### src/rtl/wb_pkg.sv
//------------------------------------------------------------------------------
// Module  : wb_pkg
// Brief   : Shared types and constants for the register-file writeback buffer.
// Revision: 1.0 - initial release
//------------------------------------------------------------------------------
`default_nettype none

package wb_pkg;

  localparam logic [3:0] REG_PC    = 4'd15;
  localparam int         NUM_REGS  = 16;
  localparam int         WB_DATA_W = 32;

  typedef struct packed {
    logic                 live;
    logic [3:0]           addr;
    logic [WB_DATA_W-1:0] data;
  } wb_req_t;

  function automatic logic [NUM_REGS-1:0] addr_onehot(input logic [3:0] addr);
    logic [NUM_REGS-1:0] v;
    v       = '0;
    v[addr] = 1'b1;
    return v;
  endfunction

endpackage

`default_nettype wire

### src/rtl/wb_fifo.sv
//------------------------------------------------------------------------------
// Module  : wb_fifo
// Brief   : Load queue with per-entry live bit, address-match kill and a
//           pending-destination bitmap built from live entries.
// Revision: 1.0 - initial release
//------------------------------------------------------------------------------
`default_nettype none

module wb_fifo
  import wb_pkg::*;
#(
  parameter  int DEPTH  = 4,
  parameter  int DATA_W = WB_DATA_W,
  localparam int PTR_W  = $clog2(DEPTH),
  localparam int CNT_W  = $clog2(DEPTH + 1)
) (
  input  logic                i_clk_w,
  input  logic                i_rst_n_w,
  input  logic                i_push_w,
  input  wb_req_t             i_push_req_w,
  input  logic                i_pop_w,
  input  logic                i_kill_w,
  input  logic [3:0]          i_kill_addr_w,
  output wb_req_t             o_head_w,
  output logic [CNT_W-1:0]    o_count_w,
  output logic [NUM_REGS-1:0] o_live_mask_w
);

  wb_req_t          r_mem [DEPTH];
  logic [PTR_W-1:0] r_head;
  logic [PTR_W-1:0] r_tail;
  logic [CNT_W-1:0] r_count;

  // Popping clears the live bit so vacated slots never leak into the mask.
  always_ff @(posedge i_clk_w or negedge i_rst_n_w) begin
    if (!i_rst_n_w) begin
      for (int i = 0; i < DEPTH; i++) r_mem[i] <= '0;
      r_head  <= '0;
      r_tail  <= '0;
      r_count <= '0;
    end else begin
      if (i_kill_w) begin
        for (int i = 0; i < DEPTH; i++) begin
          if (r_mem[i].addr == i_kill_addr_w) r_mem[i].live <= 1'b0;
        end
      end
      if (i_pop_w) begin
        r_mem[r_head].live <= 1'b0;
        r_head             <= r_head + PTR_W'(1);
      end
      if (i_push_w) begin
        r_mem[r_tail] <= i_push_req_w;
        r_tail        <= r_tail + PTR_W'(1);
      end
      case ({i_push_w, i_pop_w})
        2'b10:   r_count <= r_count + CNT_W'(1);
        2'b01:   r_count <= r_count - CNT_W'(1);
        default: r_count <= r_count;
      endcase
    end
  end

  always_comb begin
    o_live_mask_w = '0;
    for (int i = 0; i < DEPTH; i++) begin
      if (r_mem[i].live) o_live_mask_w = o_live_mask_w | addr_onehot(r_mem[i].addr);
    end
  end

  assign o_head_w  = r_mem[r_head];
  assign o_count_w = r_count;

endmodule

`default_nettype wire

### src/rtl/writeback_buffer.sv
//------------------------------------------------------------------------------
// Module  : writeback_buffer
// Brief   : Merges ALU results and queued load data into one registered
//           register-file write stream; R15 goes to a PC-write strobe.
//           Optional macro WB_LOAD_BYPASS_EN: idle-path loads skip the queue.
// Revision: 1.0 - initial release
//------------------------------------------------------------------------------
`default_nettype none

module writeback_buffer
  import wb_pkg::*;
#(
  parameter  int DEPTH  = 4,
  parameter  int DATA_W = WB_DATA_W,
  localparam int CNT_W  = $clog2(DEPTH + 1)
) (
  input  logic                i_clk_w,
  input  logic                i_rst_n_w,
  input  logic                i_alu_valid_w,
  input  logic [3:0]          i_alu_addr_w,
  input  logic [DATA_W-1:0]   i_alu_data_w,
  input  logic                i_ld_valid_w,
  output logic                o_ld_ready_w,
  input  logic [3:0]          i_ld_addr_w,
  input  logic [DATA_W-1:0]   i_ld_data_w,
  output logic                o_reg_write_w,
  output logic [3:0]          o_write_addr_w,
  output logic [DATA_W-1:0]   o_write_data_w,
  output logic                o_pc_write_w,
  output logic [DATA_W-1:0]   o_pc_data_w,
  output logic [NUM_REGS-1:0] o_pending_mask_w,
  output logic [CNT_W-1:0]    o_count_w
);

  logic              w_ld_fire;
  logic              w_bypass;
  logic              w_push;
  logic              w_pop;
  logic              w_q_empty;
  wb_req_t           w_head;
  wb_req_t           w_push_req;
  wb_req_t           w_sel;

  logic              r_reg_write;
  logic [3:0]        r_write_addr;
  logic [DATA_W-1:0] r_write_data;
  logic              r_pc_write;
  logic [DATA_W-1:0] r_pc_data;

  assign o_ld_ready_w = (o_count_w < CNT_W'(DEPTH));
  assign w_ld_fire    = i_ld_valid_w && o_ld_ready_w;
  assign w_q_empty    = (o_count_w == '0);

`ifdef WB_LOAD_BYPASS_EN
  assign w_bypass = !i_alu_valid_w && w_q_empty && w_ld_fire;
`else
  assign w_bypass = 1'b0;
`endif

  assign w_push = w_ld_fire && !w_bypass;
  assign w_pop  = !i_alu_valid_w && !w_q_empty;

  // A same-cycle load to the ALU's destination is older, so it enters already dead.
  assign w_push_req = '{live: !(i_alu_valid_w && (i_alu_addr_w == i_ld_addr_w)),
                        addr: i_ld_addr_w,
                        data: i_ld_data_w};

  wb_fifo #(
    .DEPTH  (DEPTH),
    .DATA_W (DATA_W)
  ) u_fifo (
    .i_clk_w       (i_clk_w),
    .i_rst_n_w     (i_rst_n_w),
    .i_push_w      (w_push),
    .i_push_req_w  (w_push_req),
    .i_pop_w       (w_pop),
    .i_kill_w      (i_alu_valid_w),
    .i_kill_addr_w (i_alu_addr_w),
    .o_head_w      (w_head),
    .o_count_w     (o_count_w),
    .o_live_mask_w (o_pending_mask_w)
  );

  always_comb begin
    w_sel = '0;
    if (i_alu_valid_w) begin
      w_sel = '{live: 1'b1, addr: i_alu_addr_w, data: i_alu_data_w};
    end else if (!w_q_empty) begin
      w_sel = w_head;
    end else if (w_bypass) begin
      w_sel = '{live: 1'b1, addr: i_ld_addr_w, data: i_ld_data_w};
    end
  end

  always_ff @(posedge i_clk_w or negedge i_rst_n_w) begin
    if (!i_rst_n_w) begin
      r_reg_write  <= 1'b0;
      r_write_addr <= '0;
      r_write_data <= '0;
      r_pc_write   <= 1'b0;
      r_pc_data    <= '0;
    end else begin
      r_reg_write <= w_sel.live && (w_sel.addr != REG_PC);
      r_pc_write  <= w_sel.live && (w_sel.addr == REG_PC);
      if (w_sel.live && (w_sel.addr != REG_PC)) begin
        r_write_addr <= w_sel.addr;
        r_write_data <= w_sel.data;
      end
      if (w_sel.live && (w_sel.addr == REG_PC)) r_pc_data <= w_sel.data;
    end
  end

  assign o_reg_write_w  = r_reg_write;
  assign o_write_addr_w = r_write_addr;
  assign o_write_data_w = r_write_data;
  assign o_pc_write_w   = r_pc_write;
  assign o_pc_data_w    = r_pc_data;

endmodule

`default_nettype wire
### config.mk
export PLATFORM = sky130hd
export DESIGN_NAME = writeback_buffer
export DESIGN_NICKNAME = d
export VERILOG_FILES = /design/src/rtl/wb_pkg.sv /design/src/rtl/wb_fifo.sv /design/src/rtl/writeback_buffer.sv
export SDC_FILE = /design/constraint.sdc
export NUM_CORES = 1
export LEC_CHECK = 0
export BUFFER_PORTS_ARGS = -buffer_cell sky130_fd_sc_hd__buf_2
export CAP_MARGIN = 15
export CORE_MARGIN = 1
export CORE_UTILIZATION = 50
export CTS_CLUSTER_DIAMETER = 150
export DETAILED_ROUTE_END_ITERATION = 7
export PLACE_DENSITY = 0.81
export REMOVE_ABC_BUFFERS = 1
export SLEW_MARGIN = 40
export SYNTH_ARGS = -nofsm -noshare
export SYNTH_HDL_FRONTEND = slang
export SYNTH_SLANG_ARGS = --single-unit
### constraint.sdc
create_clock -name i_clk_w -period 2.7 [get_ports i_clk_w]
set_input_delay 0.405 -clock i_clk_w [delete_from_list [all_inputs] [get_ports i_clk_w]]
set_output_delay 0.405 -clock i_clk_w [all_outputs]
set_load 0.02 [all_outputs]
# [Word level (Yosys, flattened, before mapping)]
# Index checks and enable logic that the tools add are counted.
[totals] regBits=225 inputBits=76
[classes] n_addsub=4 magnitude_cmp=13 eq_ne=9 muxes=34 bitwise=5 reduce_logical=16
[op_table] op="bitwise mux 148 bit" n=2
[op_table] op="two-way mux 148 bit" n=2
[op_table] op="two-way mux 37 bit" n=6
[op_table] op="demux 37 bit (select 2 bit)" n=2
[op_table] op="binary-select mux 37 bit (select 2 bit)" n=1
[op_table] op="two-way mux 16 bit" n=4
[op_table] op="bitwise OR 16 bit" n=3
[op_table] op="equality test 4 bit" n=5
[op_table] op="< comparator 4 x 5 -> 1 bit, second input constant" n=4
[op_table] op="demux 1 bit (select 4 bit)" n=4
[op_table] op=">= comparator 4 x 1 -> 1 bit, second input constant" n=4
[op_table] op="two-way mux 1 bit" n=12
[op_table] op="logical AND 1 bit" n=11
[op_table] op=">= comparator 3 bit, second input constant" n=2
[op_table] op="< comparator 3 x 1 -> 1 bit, second input constant" n=2
[op_table] op="NOT 2 -> 3 bit" n=2
[op_table] op="one-hot mux 3 bit (2 select lines)" n=1
[op_table] op="adder 2 x 1 -> 2 bit, second input constant" n=2
[op_table] op="equality test 4 bit, second input constant" n=1
[op_table] op="!= test 4 bit, second input constant" n=1
[op_table] op="adder 3 x 1 -> 3 bit, second input constant" n=1
[op_table] op="logical NOT 1 bit" n=3
[op_table] op="logical NOT 3 bit" n=1
[op_table] op="< comparator 3 bit, second input constant" n=1
[op_table] op="4 further kinds" n=4

# [Logic depth before layout (Yosys ltp)]
[logic_depth] depth_word=11 ltp_mapped=9 depth_no_buf=8

# [Modules after synthesis]
# Synthesis repeated with hierarchy kept, for this count alone.
[hier_totals] cells_unflattened=724 hier_area_um2=10999.3
[by_module_without_submodules] module="wb_fifo" n_inst=1 cells_each=511 area_per_inst_um2=7797.5 seq_area_each_um2=3878.7
[by_module_without_submodules] module="writeback_buffer" n_inst=1 cells_each=213 area_per_inst_um2=3201.8 seq_area_each_um2=1751.7

# [Worst setup path after synthesis]
# Ideal clock, no wire load.
[synth_timing] path_type="register -> register" startpoint="register u_fifo.r_count[0] (netlist: u_fifo.o_count_w[0])" endpoint="register u_fifo.r_count[2] (netlist: u_fifo.o_count_w[2])" setup_ns=0.080 arrival_ns=2.222 required_ns=2.620 setup_slack_ns=0.398 stages_incl_launch_ff=10 n_path_buf=1 period_less_slack_ns=2.302 path_cell_list="dfrtp_1 > nor3_2 > nor2_1 > clkbuf_1 > ha_1 > inv_1 > fa_1 > xor2_1 > nor2_1 > xnor2_1"
[synth_between] elab_chain_cells=5 elab_cells_between_ends=11 classes_between="add/sub (2); order compare (1); eq/ne (2); mux (1); reduce/logical (5)"
[synth_rtl] item="start, declared" line="wb_fifo.sv:32" text="logic [CNT_W-1:0] r_count;"
[synth_rtl] item="start signal, assigned" line="wb_fifo.sv:56" text="2'b10: r_count <= r_count + CNT_W'(1);"
[synth_rtl] item="start signal, assigned" line="wb_fifo.sv:57" text="2'b01: r_count <= r_count - CNT_W'(1);"
[synth_rtl] item="start signal, assigned" line="wb_fifo.sv:58" text="default: r_count <= r_count;"
[synth_rtl] item="branches (longest 5 deep; another with < comparator 3 bit)"
# Several ways; the timed one is not identified.
# A chain may end at the register's enable or synchronous reset.

# [Worst setup path after layout]
[layout_timing] startpoint="register u_fifo.r_mem[107] in the netlist's numbering" endpoint="output port o_pending_mask_w[0]"
[layout_between] elab_chain_cells=10 elab_cells_between_ends=11 classes_between="order compare (2); mux (5); bitwise (3); reduce/logical (1)"
[layout_rtl] item="start, declared" line="wb_fifo.sv:29" text="wb_req_t r_mem [DEPTH];"
[layout_rtl] item="start signal, assigned by index" line="wb_fifo.sv:52" text="r_mem[r_tail] <= i_push_req_w;"
[layout_rtl] item="< comparator 4 x 5 -> 1 bit (implied by the code) or >= comparator 4 x 1 -> 1 bit (tied branches)" line="wb_pkg.sv:23" text="v[addr] = 1'b1;"
[layout_rtl] item="logical AND 1 bit (implied by the code)" line="wb_pkg.sv:23"
[layout_rtl] item="two-way mux 1 bit (implied by the code)" line="wb_pkg.sv:23"
[layout_rtl] item="demux 1 bit (select 4 bit) (*)"
[layout_rtl] item="bitwise OR 16 bit (*)" line="wb_fifo.sv:66" text="if (r_mem[i].live) o_live_mask_w = o_live_mask_w | addr_onehot(r_mem[i].addr);"
[layout_rtl] item="two-way mux 16 bit (*)" line="wb_fifo.sv:66"
[layout_rtl] item="bitwise OR 16 bit" line="wb_fifo.sv:66"
[layout_rtl] item="two-way mux 16 bit (*)" line="wb_fifo.sv:66"
[layout_rtl] item="bitwise OR 16 bit" line="wb_fifo.sv:66"
[layout_rtl] item="two-way mux 16 bit (*)" line="wb_fifo.sv:66"
[layout_rtl] item="end, declared" line="writeback_buffer.sv:31" text="output logic [NUM_REGS-1:0] o_pending_mask_w,"
# Mark *: on every way between the ends. The rest lies on a longest branch, timed or not.

==> summary.md <==
| Metric | Value |
|---|---|
| Worst Tran Pin Value | 603 ps |
| Final Hold Viols | 0 |
| Hold Path End | u_fifo.r_mem[19] |
| Net Switching | 0.00569 W |
| Sequential area share after synthesis | 51.8% |
| Max Slew Vio Count | 0 |
| EDFF count, synth | 0 |
| Post-CTS resize count | 0 |
| Hold depth | 2 |
| PwrDens | 1280 nW/µm² |
| Top-area cell type share of the netlist area | 51.8% |
| Worst EP required | about 2300 ps |
| Via count | 7076 |
| HP Class | in -> reg |
| Distinct cells, synth | 58 |
| Primary FF master, synth | dfrtp_1 |
| Min Clock Period, post-route | about 2600 ps |
| Clock sink count | 225 |
| Ratio of cells with drive above 1 in the final layout | around half |
| Seq pwr share | between 30% and 40% |
| Die ar. | 22300 µm² |
| DRC errors left | 0 |
| Synth Instances | 750 |
| Final setup fails | 0 |
| Detail Placement HPWL | around 17 mm |
| Pin count of the biggest net entering global routing | 72 |
| Fmax | between 300 and 400 MHz |
| Fin Clk Skew | 8.70 ps |
| DIE WIDTH | 149 µm |
| Vias in the first global route | between 7000 and 8000 |
| Reg2reg end | o_pc_data_w[18] |
| Combinational group share of total power | 43.3% |
| Post-Route WL | 25.4 mm |
| Synthesis Warnings | 0 |
| GRT Util Overall | 23.3% |
| TritonCTS Buffers | 24 |
| Die Ht | between 100 and 150 µm |
| Synthesis-stage register bit count | around 230 |
| CTS Root Cell | clkbuf_16 |
| FF-to-FF Start | u_fifo.r_head[0] |
| Ys async rst share | 100% |
| Row cnt | between 50 and 60 |
| Fill count | between 1500 and 2000 |
| Max-cap violation count | 0 |
| Critical path startpoint category | flip-flop |
| Wire length per cell | 21.1 µm |
| Post-synthesis mux area share | 30.5% |
| Reg2Reg Depth | 6 |
| Io pins | 166 |
| Post-synth top area cell | dfrtp_1 |
| Mapped Avg Cell Area | 14.5 µm² |
| Slew margin rel. | 59.4% |
| Clk pin slew, worst setup/hold paths | 60 ps |
| Overflow after GRT | 0 |
| Flop-to-flop setup slack | 290 ps |
| Area Overhead vs Synth | 17.8% |
| Peak supply drop | ~0.0007 V |
| H-tree levels | 1 |
| Top cells by area, synth | dfrtp_1 (52%), mux2_2 (15%), mux4_2 (7.7%) |
| Crit path kind | reg -> out |
| # placed instances | roughly 1200 |
| XOR/XNOR Fraction of Synth Area | 2.01% |
| Clk pwr share | 19.4% |
| First-pass GRT wire length | 40.2 mm |
| Cell Count, Final, Fillers Out | 1204 |
| IO buf count | 165 |
| Initial antenna violation count | 2 |
| WHS | 169 ps |
| Initial Util | 51.4% |
| CP arrival | about 2200 ps |
| Sw Share | 34.8% |
| ANT nets after route | 0 |
| Status | completed |
| Post-synthesis adder-cell area fraction | roughly 1.2% |
| Maximum buffer depth of the clock tree | 3 |
| CP startpoint | u_fifo.r_mem[107] |
| Via/cell ratio | 5.88 |
| Synth Area in Compound Gates | 6.82% |
| DR iter-0 viols | 462 |
| Worst min-delay path startpoint | i_ld_data_w[19] |
| Placer congestion estimate | 0.934 |
| DR pass1 iterations | 5 |
| Final nets | 999 |
| CTS tree | yes |
| Period utilization | 95.4% |
| Worst-Skew Late Latency | 500 ps |
| Unrepaired setup endpoints after global routing | no |
| Count leader, synth | dfrtp_1 |
| Leak | 5.94 nW |
| CP endpoint kind | output port |
| Cell-internal power | between 0.01 and 0.015 W |
| Post-Synth Simple-Gate Area | 4.38% |
| Mapped Area | 10900 µm² |
| Synth cell count leaders | dfrtp_1 (225), mux2_2 (144), mux2_1 (37), mux4_2 (37), clkbuf_1 (35) |
| Largest family of logic cells by synthesized area | multiplexers |
| Worst-path maximum fanout | 7 |
| Core box area | 21200 µm² |
## worst max path at each step
stage	end	slack [ps]	depth (start not counted)
final	o_pending_mask_w[0]	120	5
after global routing	o_pending_mask_w[0]	50	5
after CTS	o_pending_mask_w[0]	100	5
after detailed placement	o_pc_data_w[18]	320	6
after global placement	o_pc_data_w[21]	370	6
after floorplan	o_pc_data_w[0]	-1050	4
## cells in the final DEF, fill, tap and decap left out, types with 3 or more instances in the layout
cell type	n
nand2_2	4
mux2_2	144
nor2b_1	9
buf_4	25
xnor2_1	9
or2_2	3
mux2_1	37
nand3b_1	5
buf_2	164
nand2b_1	7
xor2_1	16
o22ai_1	5
nand3_1	8
mux2_4	28
ha_1	9
clkbuf_1	10
a21oi_1	4
o32ai_1	4
mux4_2	37
nand2_1	12
clkbuf_16	25
buf_12	4
nor3_1	4
a221o_1	8
nor3b_1	5
inv_1	11
o221ai_1	5
a22oi_1	4
o21ai_0	7
nor2_1	8
a31oi_1	4
dfrtp_1	223
a32oi_1	4
a22o_1	33
## cell type report
type                    instances  area [µm²]  area share, %
diodes                          2        5.00         0.0391
clock buffers                  36         677           5.29
clock inverters                 4        72.6          0.567
inverters                      13        53.8          0.420
multi-input cells             454        4900           38.3
flip-flops and latches        225        5640           44.0
well taps                     275         344           2.69
repair buffers                195        1110           8.70
## metrics by stage
| stage | setup WS [ps] | instance area [µm²] | TNS (ps) | power, W | util [%] |
|---|---|---|---|---|---|
| floorplan | -1050 | 10600 | -55270 | 0.0110 | - |
| global placement | 374 | 12000 | 0 | 0.0129 | 56.9 |
| detailed placement | 316 | 12000 | 0 | 0.0132 | 56.9 |
| CTS | 100 | 12800 | 0 | 0.0164 | 60.5 |
| global route | 46.4 | 12800 | 0 | 0.0172 | 60.5 |
| finish | 123 | 12800 | 0 | 0.0163 | 60.5 |
## kinds of logic (layout without fill, tap and decap cells)
logic type,after synthesis,after routing
fa+ha+maj,10,10
other cells,0,2
xor+xnor,25,25
flops,225,225
buf+inv,71,248
mux,248,248
compound gates,89,89
simple gates,82,82
## state kept, by name, indices dropped and copies added, names as in the netlist
| signal | count |
|---|---|
| u_fifo.r_mem | 148 |
| o_pc_data_w | 32 |
| o_write_data_w | 32 |
| o_write_addr_w | 4 |
| u_fifo.o_count_w | 3 |
| u_fifo.r_head | 2 |
| u_fifo.r_tail | 2 |
| o_pc_write_w | 1 |
| o_reg_write_w | 1 |
## worst max-delay path: stages (launching register included)
cell and delay, ps:
dfrtp_1 380, buf_4 170, or3b_2 530, o32ai_1 270
a221o_1 150, buf_2 160
## power groups by stage
stage	registers [W]	clock network [W]	logic [W]
2_1_floorplan	0.00662	0	0.00437
3_3_place_gp	0.00601	0	0.00690
3_5_place_dp	0.00610	0	0.00710
4_1_cts	0.00606	0.00324	0.00713
5_1_grt	0.00627	0.00336	0.00760
6_report	0.00609	0.00317	0.00707
## per-layer routing
layer	GRT usage, %	routed length [µm]	vias up	part of all wire (%)
li1	-	-	3117	-
met1	31.4	10800	3654	42
met2	38.4	12500	259	49
met3	4.36	1710	46	6.7
met4	6.38	497	0	2.0
met5	0	0	-	0
## what timing repair did
item / CTS / global route
hold endpoints to repair: 68 / 0
hold buffers: 1 / 0
buffers inserted: 0 / 0
(Power assumes the default switching activity.)
